File: src/rtl/gray_pkg.sv
// Shared Gray-code definitions used by the counter and by the downstream
// Gray-to-binary stage, so both sides agree on one encoding.
package gray_pkg;

  localparam int unsigned GRAY_W     = 4;
  // Conversion functions operate on this width; callers zero-extend / truncate.
  localparam int unsigned GRAY_MAX_W = 32;

  function automatic logic [GRAY_MAX_W-1:0] bin2gray(input logic [GRAY_MAX_W-1:0] x);
    return x ^ (x >> 1);
  endfunction

  // Prefix XOR from the MSB down; leading zero bits leave the result unchanged.
  function automatic logic [GRAY_MAX_W-1:0] gray2bin(input logic [GRAY_MAX_W-1:0] g);
    logic [GRAY_MAX_W-1:0] b;
    b[GRAY_MAX_W-1] = g[GRAY_MAX_W-1];
    for (int i = GRAY_MAX_W - 2; i >= 0; i--) begin
      b[i] = b[i+1] ^ g[i];
    end
    return b;
  endfunction

endpackage

File: src/rtl/bin2gray_comb.sv
// WIDTH-parameterised combinational binary-to-Gray converter.
module bin2gray_comb
  import gray_pkg::*;
#(
  parameter int unsigned WIDTH = GRAY_W
) (
  input  logic [WIDTH-1:0] i_bin,
  output logic [WIDTH-1:0] o_gray_c
);

  assign o_gray_c = WIDTH'(bin2gray(GRAY_MAX_W'(i_bin)));

endmodule

File: src/rtl/gray_counter.sv
// Up/down Gray-code counter with load, wrap/saturate and a wrap pulse.
// Define GRAY_CNT_BIN_OUT_EN to expose the registered binary count on 'bin'.
module gray_counter
  import gray_pkg::*;
#(
  parameter int unsigned WIDTH = GRAY_W,
  parameter bit          WRAP  = 1'b1
) (
  input  logic             clk,
  input  logic             rst,
  input  logic             en,
  input  logic             up,
  input  logic             load,
  input  logic [WIDTH-1:0] load_val,
  output logic [WIDTH-1:0] gray,
  output logic             wrap,
  output logic             at_end
`ifdef GRAY_CNT_BIN_OUT_EN
  ,
  output logic [WIDTH-1:0] bin
`endif
);

  localparam logic [WIDTH-1:0] CNT_MAX  = '1;
  localparam logic [WIDTH-1:0] CNT_ZERO = '0;

  logic [WIDTH-1:0] r_bin;
  logic [WIDTH-1:0] r_gray;
  logic             r_wrap;
  logic             r_at_end;

  logic [WIDTH-1:0] w_bin_nxt;
  logic [WIDTH-1:0] w_gray_nxt;
  logic             w_wrap_nxt;
  logic             w_at_end_nxt;

  // Next binary count: load beats enable; range ends either wrap or hold.
  always_comb begin
    w_bin_nxt  = r_bin;
    w_wrap_nxt = 1'b0;
    if (load) begin
      w_bin_nxt = load_val;
    end else if (en) begin
      if (up) begin
        if (r_bin == CNT_MAX) begin
          if (WRAP) begin
            w_bin_nxt  = CNT_ZERO;
            w_wrap_nxt = 1'b1;
          end
        end else begin
          w_bin_nxt = r_bin + WIDTH'(1);
        end
      end else begin
        if (r_bin == CNT_ZERO) begin
          if (WRAP) begin
            w_bin_nxt  = CNT_MAX;
            w_wrap_nxt = 1'b1;
          end
        end else begin
          w_bin_nxt = r_bin - WIDTH'(1);
        end
      end
    end
    w_at_end_nxt = up ? (w_bin_nxt == CNT_MAX) : (w_bin_nxt == CNT_ZERO);
  end

  bin2gray_comb #(
    .WIDTH (WIDTH)
  ) u_bin2gray (
    .i_bin    (w_bin_nxt),
    .o_gray_c (w_gray_nxt)
  );

  always_ff @(posedge clk) begin
    if (rst) begin
      r_bin    <= '0;
      r_gray   <= '0;
      r_wrap   <= 1'b0;
      r_at_end <= 1'b0;
    end else begin
      r_bin    <= w_bin_nxt;
      r_gray   <= w_gray_nxt;
      r_wrap   <= w_wrap_nxt;
      r_at_end <= w_at_end_nxt;
    end
  end

  assign gray   = r_gray;
  assign wrap   = r_wrap;
  assign at_end = r_at_end;
`ifdef GRAY_CNT_BIN_OUT_EN
  assign bin    = r_bin;
`endif

endmodule

File: config.mk
export PLATFORM = sky130hd
export DESIGN_NAME = gray_counter
export DESIGN_NICKNAME = d
export VERILOG_FILES = /design/src/rtl/gray_pkg.sv /design/src/rtl/bin2gray_comb.sv /design/src/rtl/gray_counter.sv
export SDC_FILE = /design/constraint.sdc
export NUM_CORES = 1
export LEC_CHECK = 0
export ABC_AREA = 1
export BUFFER_PORTS_ARGS = -buffer_cell sky130_fd_sc_hd__buf_2
export CORE_MARGIN = 5
export CORE_UTILIZATION = 45
export CTS_CLUSTER_SIZE = 8
export DETAILED_ROUTE_END_ITERATION = 12
export PLACE_DENSITY_LB_ADDON = 0.15
export REMOVE_ABC_BUFFERS = 1
export SLEW_MARGIN = 10
export SYNTH_ARGS = -nofsm -noshare
export SYNTH_HDL_FRONTEND = slang
export SYNTH_SLANG_ARGS = --single-unit
File: constraint.sdc
create_clock -name clk -period 2.5 [get_ports clk]
set_clock_uncertainty 0.15 [all_clocks]
set_input_delay 0.25 -clock clk [delete_from_list [all_inputs] [get_ports clk]]
set_output_delay 0.25 -clock clk [all_outputs]
set_load 0.1 [all_outputs]
== Word-level counts from Yosys, hierarchy flattened ==
Index checks and enable logic that the tools add are counted.

* Bits in registers: 10
* Input port bits: 9
* Output and inout bits: 6
* Logic and storage cells: 22

* Add/subtract/negate cells: 2
* Equal/unequal tests: 2
* Mux-type cells: 9
* Bitwise gates (word level): 2
* Reduce and logical (&&, ||, !) cells: 3

{| class="wikitable"
|+ Operators with widths
! cell !! number
|-
| 4-bit 2-to-1 mux || 5
|-
| 4-bit equality test (second input constant) || 2
|-
| 4-bit logical NOT || 2
|-
| 4-bit by 1-bit adder with 4-bit output (second input constant) || 1
|-
| 1-bit 2-to-1 mux || 4
|-
| 4-bit by 1-bit subtractor with 4-bit output (second input constant) || 1
|-
| 4-bit by 3-bit bitwise XOR with 4-bit output || 1
|-
| 3-bit OR reduction || 1
|-
| 1-bit NOT || 1
|}

== Depth between registers and ports, before layout ==
Gate-level depths: netlist of the first run.

* Depth in word-level cells: 7
* Mapped depth: 15
* Gate-level depth less buffers: 15

== By module ==
From an unflattened synthesis of the first run, not the netlist that was laid out.

* Cells, all modules: 110
* Area, all modules: 695.7 um^2

{| class="wikitable"
|+ Modules (own cells, without submodules)
! module !! times used !! cells an instance !! area an instance (um^2) !! seq. area each (um^2)
|-
| gray_counter || 1 || 96 || 639.4 || 200.2
|-
| bin2gray_comb || 1 || 14 || 56.3 || 0.0
|}

== Worst setup path after synthesis of the first run ==
No wires, ideal clock.

* Path type: register to register
* Start: reg r_bin[0]
* End: reg r_at_end (netlist: at_end)
* Library setup time: 0.126 ns
* Arrival time: 1.447 ns
* Data required time: 2.224 ns
* Path slack: 0.777 ns
* Stages on the path, launching flop included: 14
* Buffers on the path: 0
* Clock period less this slack: 1.723 ns
* Path through: dfxtp_1 inv_1 ha_1 inv_1 nor2_1 a21oi_1 nand3_1 nand2_1 nand2_2 ha_1 nand2_1 nor2_1 nor2_1 nor2_1

* Word-level cells in the longest chain between the ends: 7
* Elaborated cells on any way between the ends: 12
* Classes of those cells: add/sub (2); eq/ne (2); mux (6); reduce/logical (2)

{| class="wikitable"
|+ Ends and longest elaborated chain
! what !! RTL line !! RTL
|-
| start, declared || gray_counter.sv:27 || <nowiki>logic [WIDTH-1:0] r_bin;</nowiki>
|-
| start signal, assigned || gray_counter.sv:81 || <nowiki>r_bin <= w_bin_nxt;</nowiki>
|-
| 4-bit by 1-bit subtractor with 4-bit output, or another cell as far along || gray_counter.sv:60 || <nowiki>w_bin_nxt = r_bin - WIDTH'(1);</nowiki>
|-
| 4-bit 2-to-1 mux (on tied branches) || gray_counter.sv:54, gray_counter.sv:45 ||
|-
| 4-bit 2-to-1 mux || gray_counter.sv:44 || <nowiki>if (up) begin</nowiki>
|-
| 4-bit 2-to-1 mux * || gray_counter.sv:43 || <nowiki>end else if (en) begin</nowiki>
|-
| 4-bit 2-to-1 mux * || gray_counter.sv:41 || <nowiki>if (load) begin</nowiki>
|-
| 4-bit equality test or 4-bit logical NOT (tied branches) || gray_counter.sv:64 || <nowiki>w_at_end_nxt = up ? (w_bin_nxt == CNT_MAX) : (w_bin_nxt == CNT_ZERO);</nowiki>
|-
| 1-bit 2-to-1 mux * || gray_counter.sv:64 ||
|-
| end signal, assigned || gray_counter.sv:84 || <nowiki>r_at_end <= w_at_end_nxt;</nowiki>
|-
| end, declared || gray_counter.sv:30 || <nowiki>logic r_at_end;</nowiki>
|}

Every way passes the cells marked *; elsewhere a longest branch is shown, timed or not.
A chain may end at the register's enable or synchronous reset.

== Final worst setup path of the first run ==
Same ends and word-level chain as after synthesis.

==> run metrics, run 1 <==
vias in the first global route 485; count of vias placed by the detailed router 582; Tot GR Track Use 14.3%; number of top-level pins 15; root cell of the clock tree sky130_fd_sc_hd__clkbuf_4; cts hold-fix bufs 0; Syn Std Cell Area 592 um^2; Worst Setup Slack, final 0.585 ns; total of flip-flops plus latches after synthesis 9; worst path required time 2.50 ns; achievable clock frequency 522 MHz; cell taking the most area after synthesis sky130_fd_sc_hd__dfxtp_1; peak ir drop on the vdd network 0.476 mV; die area 2140 um^2; synthesized area divided by synthesized cell count 6.30 um^2; number of design rule violations left after detail routing 0; delay contributed by the slowest stage of the critical path 0.44 ns; Critical path origin r_bin[0]$_SDFF_PP0_; antenna violations before repair 0; number of instances in the synthesized netlist 94; wire length reported by the detailed router 1250 um; Layout Cells excl Fill 124; capturing element type of the critical path flop; accumulated negative setup slack 0 ns; RSZ-0062 raised after global routing false; CP Capture Point at_end$_SDFF_PP0_; data arrival time of the critical path 1.92 ns; top cell family by delay on the critical path simple AND/OR/NAND/NOR gates; Worst Max-Slew Pin Slew 0.486 ns; min cycle time layout 1.92 ns; share of the clock period used by the worst path after layout 76.6%; area delta synth->final 16.5%; sequential element share of the synthesized area 30.4%; GR Layer Usage met3 7.03%; Max-Cap Viols 0; crit-path cells inv_1 > ha_1 > inv_1 > nor2_1 > nand2_1 > nand2_1 > nand3_1 > nand2_1 > nand2_2 > inv_1 > ha_1 > nand2_1 > nor2_1 > nor2_1 > nor2_1; total of warnings raised by yosys 0; Fin Hold WS 0.109 ns; final-report hold violation count 0; kind of start point of the critical path flop; status complete, no violations; Placed Instances 120; top cells by area, synth sky130_fd_sc_hd__dfxtp_1 (30%), sky130_fd_sc_hd__nand2_1 (16%), sky130_fd_sc_hd__inv_1 (8.9%); most utilized layer in the global route result met2; RR Startpoint r_bin[0]$_SDFF_PP0_; Antenna Cells 0; post-CTS setup repair buffer count 0; fraction of met1 tracks used by global routing 17.0%; 1st-iter DRT viols 10; final count of negative-setup-slack endpoints 0; count of antenna-violating nets left after detailed routing 0; WL per Instance 10.1 um; source-to-sink clock delay at the later pin of the worst-skew pair 0.27 ns; Buffers on Ports 14; met2 routing resource usage after global routing 22.0%; initial core utilization 46.6%; Clock transition at path regs 0.07 ns; Num CTS Buffers 3; area of the core region 1270 um^2; pre-CTS WS 0.606 ns; length in cells of the worst reg-to-reg path 15; Final #Nets 123; combined buffer and inverter count along the critical path 3; number of detailed-route iterations in the first pass 4; CTS HTree Levels 1; number of gates resized after CTS 0; total count of max-transition violations in the final report 0; die height 46.3 um; worst-case register-to-register setup slack 0.58 ns; share of cells above drive strength 1 23.9%; count of cell instances traversed by the critical path 15; share of Yosys cell area claimed by the top area cell type 30.4%; leakage component of the power 0.387 nW; maximum number of pins on one net before global-route repair 10; CTS sink cnt 9; Overflow after GRT 0; Final Wtd Congestion 0.788; number of vias per cell after detailed routing 4.69; CTS tree built; terminus of the critical flop-to-flop path at_end$_SDFF_PP0_; Clock Path Buffers 2; Horiz. Die Dim 46.3 um; slowest cell on the critical path sky130_fd_sc_hd__dfxtp_1; headroom to the max-slew limit 67.9%; Cell Rows 13; PD cells 616 nW/um^2; power consumption 0.425 mW; first-pass GRT wire length 2130 um; path category of the worst min-delay check input pin to flop; path type of the worst setup path flop to flop; Final HPWL DP 978 um; count of different cell masters after synthesis 16; highest net fanout along the worst path 6
-- how the worst min path moves through the flow --
stage	from	end	slack (ns)	cells past startpoint
global placement	rst	gray[2]$_SDFF_PP0_	0.39	2
global route	rst	gray[1]$_SDFF_PP0_	0.10	2
CTS	rst	gray[0]$_SDFF_PP0_	0.11	2
finish	rst	gray[0]$_SDFF_PP0_	0.11	2
floorplan	rst	gray[1]$_SDFF_PP0_	0.17	1
detailed placement	rst	r_bin[3]$_SDFF_PP0_	0.40	2
-- placed cells by master, fill, tap and decap left out --
cell type                   netlist  routed
sky130_fd_sc_hd__dfxtp_1          9       9
sky130_fd_sc_hd__nor2_1          13      13
sky130_fd_sc_hd__a2111oi_1        1       1
sky130_fd_sc_hd__nand3_1          8       8
sky130_fd_sc_hd__buf_2            0      14
sky130_fd_sc_hd__nand2_1         25      25
sky130_fd_sc_hd__a21oi_1          6       6
sky130_fd_sc_hd__nand3_2          1       1
sky130_fd_sc_hd__clkbuf_4         0       3
sky130_fd_sc_hd__inv_1           14      14
sky130_fd_sc_hd__nand4_1          2       2
sky130_fd_sc_hd__or2_1            1       1
sky130_fd_sc_hd__nand2_2          4       4
sky130_fd_sc_hd__clkinv_2         0       1
sky130_fd_sc_hd__nor2_2           1       1
sky130_fd_sc_hd__inv_2            2       2
sky130_fd_sc_hd__ha_1             4       4
-- cell families after synthesis --
family	after synthesis	synth area share, %
AO/OA/AOI/OAI	7	6.77
flip-flops	9	30.4
buffers and inverters	19	13.3
AND/OR/NAND/NOR	55	41.0
adder cells (fa/ha/maj)	4	8.46
-- registers in the layout, summed over array words and instances (netlist names) --
name    cells
gray        3
r_bin       4
wrap        1
at_end      1
-- metrics by stage --
stage | utilization, % | instance area, um^2
after floorplan | - | 573
after global placement | 52.2 | 662
after detailed placement | 52.2 | 662
after CTS | 54.3 | 689
after global routing | 54.3 | 689
final | 54.3 | 689
-- final cells by class --
| type | count | area (um^2) |
|---|---|---|
| clock inverter | 1 | 5.00 |
| sequential | 9 | 180 |
| multi-input combinational | 66 | 333 |
| tap | 15 | 18.8 |
| inverter | 16 | 60.1 |
| timing repair buffer | 14 | 70.1 |
| fill | 139 | 579 |
| clock buffer | 3 | 22.5 |
-- report_power, final --
part,internal [mW],switching [mW]
registers,0.155,0.0114
logic,0.0364,0.109
clock network,0.0590,0.0535
-- per-layer routing --
| metal | vias up | wire (um) |
|---|---|---|
| li1 | 320 | - |
| met1 | 248 | 575 |
| met2 | 12 | 586 |
| met3 | 2 | 75 |
| met4 | 0 | 13 |
| met5 | - | 0 |
-- synth_stat cells --
library cell                 n
sky130_fd_sc_hd__inv_1      14
sky130_fd_sc_hd__ha_1        4
sky130_fd_sc_hd__a2111oi_1   1
sky130_fd_sc_hd__buf_4       2
sky130_fd_sc_hd__nand2_2     4
sky130_fd_sc_hd__nand2_1    25
sky130_fd_sc_hd__nor2_2      1
sky130_fd_sc_hd__nor2_1     13
sky130_fd_sc_hd__nand3_2     1
sky130_fd_sc_hd__inv_2       2
sky130_fd_sc_hd__dfxtp_1     9
sky130_fd_sc_hd__nand4_1     2
sky130_fd_sc_hd__clkbuf_1    1
sky130_fd_sc_hd__nand3_1     8
sky130_fd_sc_hd__or2_1       1
sky130_fd_sc_hd__a21oi_1     6
(Power assumes the default switching activity.)
==> run 2, diff against run 1 <==
==> constraint.sdc (replaced) <==
create_clock -name clk -period 1.8 [get_ports clk]
set_clock_uncertainty 0.15 [all_clocks]
set_input_delay 0.18 -clock clk [delete_from_list [all_inputs] [get_ports clk]]
set_output_delay 0.18 -clock clk [all_outputs]
set_load 0.1 [all_outputs]
==> run metrics, run 2 (synthesis gave the netlist of run 1 again) <==
peak ir drop on the vdd network 0.541 mV (+14%); Max-Cap Viols 0 (unchanged); share of cells above drive strength 1 41.5% (+18 points); delay contributed by the slowest stage of the critical path 0.36 ns (-0.08 ns); path type of the worst setup path flop to flop; die height 46.3 um (unchanged); slowest cell on the critical path sky130_fd_sc_hd__dfxtp_2; number of top-level pins 15 (unchanged); CTS sink cnt 9 (unchanged); leading cell types in the layout, fill and taps excluded sky130_fd_sc_hd__nand2_1 (22), sky130_fd_sc_hd__buf_2 (14), sky130_fd_sc_hd__nor2_1 (12), sky130_fd_sc_hd__inv_1 (10), sky130_fd_sc_hd__buf_4 (9); crit-path cells ha_1 > nand3_1 > nand2_1 > inv_1 > nand2_1 > nand3_1 > nand2_2 > nand2_2 > ha_1 > nand2_1 > nor2_1 > nor2_1 > nor2_1; area of the core region 1270 um^2 (unchanged); kind of start point of the critical path flop; 1st-iter DRT viols 6 (-4); source-to-sink clock delay at the later pin of the worst-skew pair 0.27 ns (about the same); cts hold-fix bufs 0 (unchanged); achievable clock frequency 589 MHz (+13%); WL per Instance 10.4 um (+2.7%); final-report hold violation count 0 (unchanged); RR Startpoint r_bin[1]$_SDFF_PP0_; CTS HTree Levels 1 (unchanged); number of design rule violations left after detail routing 0 (unchanged); length in cells of the worst reg-to-reg path 13 (-2); headroom to the max-slew limit 67.6% (-0.30 points); final count of negative-setup-slack endpoints 0 (unchanged); Buffers on Ports 14 (unchanged); first-pass GRT wire length 2120 um (-0.33%); combined buffer and inverter count along the critical path 1 (-2); CP Capture Point at_end$_SDFF_PP0_; Final #Nets 132 (+7.3%); count of antenna-violating nets left after detailed routing 0 (unchanged); highest net fanout along the worst path 3 (-3); Worst Max-Slew Pin Slew 0.490 ns (+0.00446 ns); Critical path origin r_bin[1]$_SDFF_PP0_; leakage component of the power 0.430 nW (+11%); Overflow after GRT 0 (unchanged); maximum number of pins on one net before global-route repair 10 (unchanged); number of vias per cell after detailed routing 4.82 (+2.7%); accumulated negative setup slack 0 ns (unchanged); Final HPWL DP 1040 um (+6.4%); number of flip-flops under the largest register name 4 (unchanged); cell area after layout 810 um^2 (+17%); placed standard-cell area 707 um^2 (+6.8%); share of the clock period used by the worst path after layout 94.4% (+18 points); root cell of the clock tree sky130_fd_sc_hd__clkbuf_4; power consumption 0.639 mW (+51%); top cell family by delay on the critical path simple AND/OR/NAND/NOR gates; Horiz. Die Dim 46.3 um (unchanged); data arrival time of the critical path 1.70 ns (-0.22 ns); total count of max-transition violations in the final report 0 (unchanged); min cycle time layout 1.70 ns (-0.217 ns); commonest non-fill, non-tap cell in the layout sky130_fd_sc_hd__nand2_1; Util after Layout 63.8% (+9.5 points); worst path required time 1.80 ns (-0.70 ns); Clock transition at path regs 0.06 ns (about the same); Final Wtd Congestion 0.818 (+3.8%); count of vias placed by the detailed router 641 (+10%); CTS tree built; Cell Rows 13 (unchanged); Clock Path Buffers 2 (unchanged); capturing element type of the critical path flop; status complete, no violations; wire length reported by the detailed router 1380 um (+10%); area delta synth->final 36.8%; initial core utilization 46.6% (unchanged); most flop-heavy register r_bin; vias in the first global route 530 (+9.3%); number of detailed-route iterations in the first pass 3 (-1); path category of the worst min-delay check input pin to flop; antenna violations before repair 0 (unchanged); PD cells 790 nW/um^2 (+28%); count of cell instances traversed by the critical path 13 (-2); Tot GR Track Use 14.3% (unchanged); worst-case register-to-register setup slack 0.10 ns (-0.48 ns); Antenna Cells 0 (unchanged); Num CTS Buffers 3 (unchanged); terminus of the critical flop-to-flop path at_end$_SDFF_PP0_; die area 2140 um^2 (unchanged)
-- run 2: what timing repair did --
item                                    in CTS  in global routing
endpoints found under the setup margin       0                  3
buffers inserted                             0                  3
gates resized for setup                      0                 18
-- run 2: worst reg2reg max path: cells and delay by family (launching register included) --
family                   cells  cell delay (ns)
AND/OR/NAND/NOR             10             0.65
adder cells (fa/ha/maj)      2             0.38
flip-flops                   1             0.36
buffers and inverters        1             0.04
-- run 2: layer usage --
layer | track usage [%] | vias to the layer above | part of all wire, %
li1 | - | 341 | -
met1 | 15.9 | 289 | 43
met2 | 23.1 | 9 | 51
met3 | 3.91 | 2 | 4.3
met4 | 10.2 | 0 | 1.6
met5 | 0 | - | 0
-- run 2: through the flow --
stage | instances | worst slack (ns) | hold WS (ns)
after floorplan | 91 | -0.416 | 0.0991
after global placement | 126 | 0.0452 | 0.319
after detailed placement | 126 | 0.0198 | 0.320
after CTS | 130 | 0.00129 | 0.0287
after global routing | 133 | -0.0178 | 0.0307
final | 133 | 0.101 | 0.0386
-- run 2: power by group --
group	leakage (nW)	internal, mW	switching, mW
Clock	0.0150	0.0856	0.0732
Sequential	0.0753	0.217	0.0130
Combinational	0.340	0.0796	0.171
Total	0.430	0.382	0.257
-- run 2: final cells by class --
cell class | instances | area (um^2)
clock buffer | 4 | 26.3
fill | 128 | 459
inverter | 16 | 60.1
multi-input combinational | 66 | 383
sequential | 9 | 184
tap | 15 | 18.8
timing repair buffer | 23 | 138
-- run 2: worst min path at each step --
| stage | from | to | slack, ns | cells past startpoint |
|---|---|---|---|---|
| floorplan | rst | gray[1]$_SDFF_PP0_ | 0.1 | 1 |
| global placement | rst | r_bin[0]$_SDFF_PP0_ | 0.32 | 2 |
| detailed placement | rst | r_bin[3]$_SDFF_PP0_ | 0.32 | 2 |
| CTS | rst | r_bin[1]$_SDFF_PP0_ | 0.03 | 2 |
| global route | rst | r_bin[1]$_SDFF_PP0_ | 0.03 | 2 |
| finish | rst | r_bin[1]$_SDFF_PP0_ | 0.04 | 2 |
==> run 3, diff against run 2 <==
--- a/config.mk
+++ b/config.mk
@@ -11,8 +11,8 @@
 export CORE_UTILIZATION = 45
 export CTS_CLUSTER_SIZE = 8
 export DETAILED_ROUTE_END_ITERATION = 12
+export HOLD_SLACK_MARGIN = 0.03
 export PLACE_DENSITY_LB_ADDON = 0.15
-export REMOVE_ABC_BUFFERS = 1
 export SLEW_MARGIN = 10
 export SYNTH_ARGS = -nofsm -noshare
 export SYNTH_HDL_FRONTEND = slang
==> run metrics, run 3 (synthesis gave the netlist of run 1 again) <==
share of cells above drive strength 1 42.0% (+0.49 points); combined buffer and inverter count along the critical path 2 (+1); Final Wtd Congestion 0.820 (+0.28%); number of design rule violations left after detail routing 0 (unchanged); accumulated negative setup slack 0 ns (unchanged); number of vias per cell after detailed routing 4.66 (-3.4%); peak ir drop on the vdd network 0.496 mV (-8.3%); final-report hold violation count 0 (unchanged); antenna violations before repair 0 (unchanged); achievable clock frequency 579 MHz (-1.7%); area of the core region 1270 um^2 (unchanged); Antenna Cells 0 (unchanged); most repeated library cell on the critical path sky130_fd_sc_hd__nor2_1; cell area after layout 831 um^2 (+2.6%); count of antenna-violating nets left after detailed routing 0 (unchanged); post-synth net total 107; number of flip-flops under the largest register name 4 (unchanged); path category of the worst min-delay check input pin to flop; Clk network pwr share 24.2% (-0.6 points); total count of max-transition violations in the final report 0 (unchanged); Worst Max-Slew Pin Slew 0.485 ns (-0.00499 ns); share of the clock period used by the worst path after layout 96.0% (+1.6 points); vias in the first global route 607 (+15%); power consumption 0.640 mW (+0.17%); slowest cell on the critical path sky130_fd_sc_hd__dfxtp_4; top cell family by delay on the critical path simple AND/OR/NAND/NOR gates; CP Capture Point at_end$_SDFF_PP0_; status complete, no violations; Layout Cells excl Fill 134 (+0.75%); pre-CTS WS -0.0137 ns (-0.0335 ns); Clock transition at path regs 0.06 ns (about the same); path type of the worst setup path flop to flop; Clock Path Buffers 2 (unchanged); count of cell instances traversed by the critical path 13 (unchanged); RR Startpoint r_bin[1]$_SDFF_PP0_; headroom to the max-slew limit 67.9% (+0.33 points); CTS sink cnt 9 (unchanged); PD cells 771 nW/um^2 (-2.4%); Placed Instances 128 (+1.6%); initial core utilization 46.6% (unchanged); leakage component of the power 0.430 nW (about the same); crit-path cells inv_4 > ha_4 > inv_2 > nor2_4 > a21oi_2 > nand3_1 > nand2_1 > nand2_2 > ha_2 > nand2_2 > nor2_1 > nor2_1 > nor2_1; 1st-iter DRT viols 6 (unchanged); worst-case register-to-register setup slack 0.07 ns (-0.03 ns); highest net fanout along the worst path 4 (+1); terminus of the critical flop-to-flop path at_end$_SDFF_PP0_; Final #Nets 133 (+0.76%); commonest non-fill, non-tap cell in the layout sky130_fd_sc_hd__nand2_1; Util after Layout 65.5% (+1.7 points); net switching power 0.256 mW (-0.39%); leading cell types in the layout, fill and taps excluded sky130_fd_sc_hd__nand2_1 (23), sky130_fd_sc_hd__buf_2 (14), sky130_fd_sc_hd__nor2_1 (12), sky130_fd_sc_hd__inv_1 (10), sky130_fd_sc_hd__buf_4 (10); Final HPWL DP 1020 um (-1.9%); part of the power in registers 36.2% (+0.2 points); maximum number of pins on one net before global-route repair 10 (unchanged); RSZ-0062 raised after global routing true; Fillers 122 (-4.7%); area delta synth->final 40.4%; kind of start point of the critical path flop; Int Pwr 0.384 mW (+0.55%); length in cells of the worst reg-to-reg path 13 (unchanged); Max-Cap Viols 0 (unchanged); CTS tree built; Overflow after GRT 0 (unchanged); delay contributed by the slowest stage of the critical path 0.39 ns (+0.03 ns); switching share of total power 40.0% (-0.23 points); final count of negative-setup-slack endpoints 0 (unchanged); Worst Setup Slack, final 0.0720 ns (-0.0293 ns); first-pass GRT wire length 2300 um (+8.8%); combinational fraction of design power 39.6% (+0.4 points); wire length reported by the detailed router 1400 um (+1.3%); die height 46.3 um (unchanged); number of detailed-route iterations in the first pass 3 (unchanged); number of top-level pins 15 (unchanged); Tot GR Track Use 15.0% (+0.73 points); Buffers on Ports 14 (unchanged); Critical path origin r_bin[1]$_SDFF_PP0_; count of vias placed by the detailed router 624 (-2.7%); Cell Rows 13 (unchanged); worst path required time 1.80 ns (about the same); data arrival time of the critical path 1.73 ns (+0.03 ns); Fin Hold WS 0.0432 ns (+0.00457 ns); placed standard-cell area 722 um^2 (+2.1%); die area 2140 um^2 (unchanged); capturing element type of the critical path flop; root cell of the clock tree sky130_fd_sc_hd__clkbuf_4; source-to-sink clock delay at the later pin of the worst-skew pair 0.26 ns (about the same); Horiz. Die Dim 46.3 um (unchanged); Num CTS Buffers 3 (unchanged); min cycle time layout 1.73 ns (+0.0293 ns); CTS HTree Levels 1 (unchanged); most flop-heavy register r_bin; WL per Instance 10.4 um (+0.55%)
-- run 3: power by group through the flow --
stage | logic, mW | clock network (mW) | registers [mW]
after floorplan | 0.104 | 0 | 0.297
after global placement | 0.224 | 0 | 0.232
after detailed placement | 0.227 | 0 | 0.233
after CTS | 0.229 | 0.160 | 0.229
after global routing | 0.280 | 0.169 | 0.233
final | 0.253 | 0.155 | 0.232
-- run 3: cell type report --
cell class	instances	area (um^2)	area share, %
Multi-Input combinational cell	66	389	46.8
Sequential cell	9	189	22.7
Timing Repair Buffer	24	145	17.5
Inverter	16	62.6	7.53
Clock buffer	4	26.3	3.16
Tap cell	15	18.8	2.26
-- run 3: timing repair --
item	CTS	global route
endpoints found under the setup margin	1	3
resized for setup	2	20
endpoints found under the hold margin	0	0
setup buffers	0	2
pin swaps	0	11
hold buffers	0	0
-- run 3: per-layer routing --
| metal | share of wire [%] | routed length, um | vias up | global-route usage, % |
|---|---|---|---|---|
| li1 | - | - | 339 | - |
| met1 | 44 | 613 | 275 | 16.8 |
| met2 | 52 | 725 | 7 | 26.4 |
| met3 | 2.7 | 37 | 3 | 3.52 |
| met4 | 1.4 | 19 | 0 | 6.82 |
| met5 | 0 | 0 | - | 0 |
-- run 3: worst min path at each step --
stage | end | cells after the start | startpoint | slack [ns]
global placement | r_bin[0]$_SDFF_PP0_ | 2 | rst | 0.32
floorplan | wrap$_SDFF_PP0_ | 1 | load | 0.11
finish | r_bin[0]$_SDFF_PP0_ | 2 | rst | 0.04
detailed placement | gray[1]$_SDFF_PP0_ | 2 | rst | 0.32
global route | r_bin[1]$_SDFF_PP0_ | 2 | rst | 0.06
CTS | r_bin[1]$_SDFF_PP0_ | 2 | rst | 0.04
-- run 3: worst register-to-register path, cell delays in order (launching register included) --
cell and delay [ns]:
sky130_fd_sc_hd__dfxtp_4 0.39, sky130_fd_sc_hd__inv_4 0.05, sky130_fd_sc_hd__ha_4 0.15, sky130_fd_sc_hd__inv_2 0.06, sky130_fd_sc_hd__nor2_4 0.05, sky130_fd_sc_hd__a21oi_2 0.13, sky130_fd_sc_hd__nand3_1 0.08, sky130_fd_sc_hd__nand2_1 0.10
sky130_fd_sc_hd__nand2_2 0.06, sky130_fd_sc_hd__ha_2 0.18, sky130_fd_sc_hd__nand2_2 0.06, sky130_fd_sc_hd__nor2_1 0.04, sky130_fd_sc_hd__nor2_1 0.08, sky130_fd_sc_hd__nor2_1 0.05
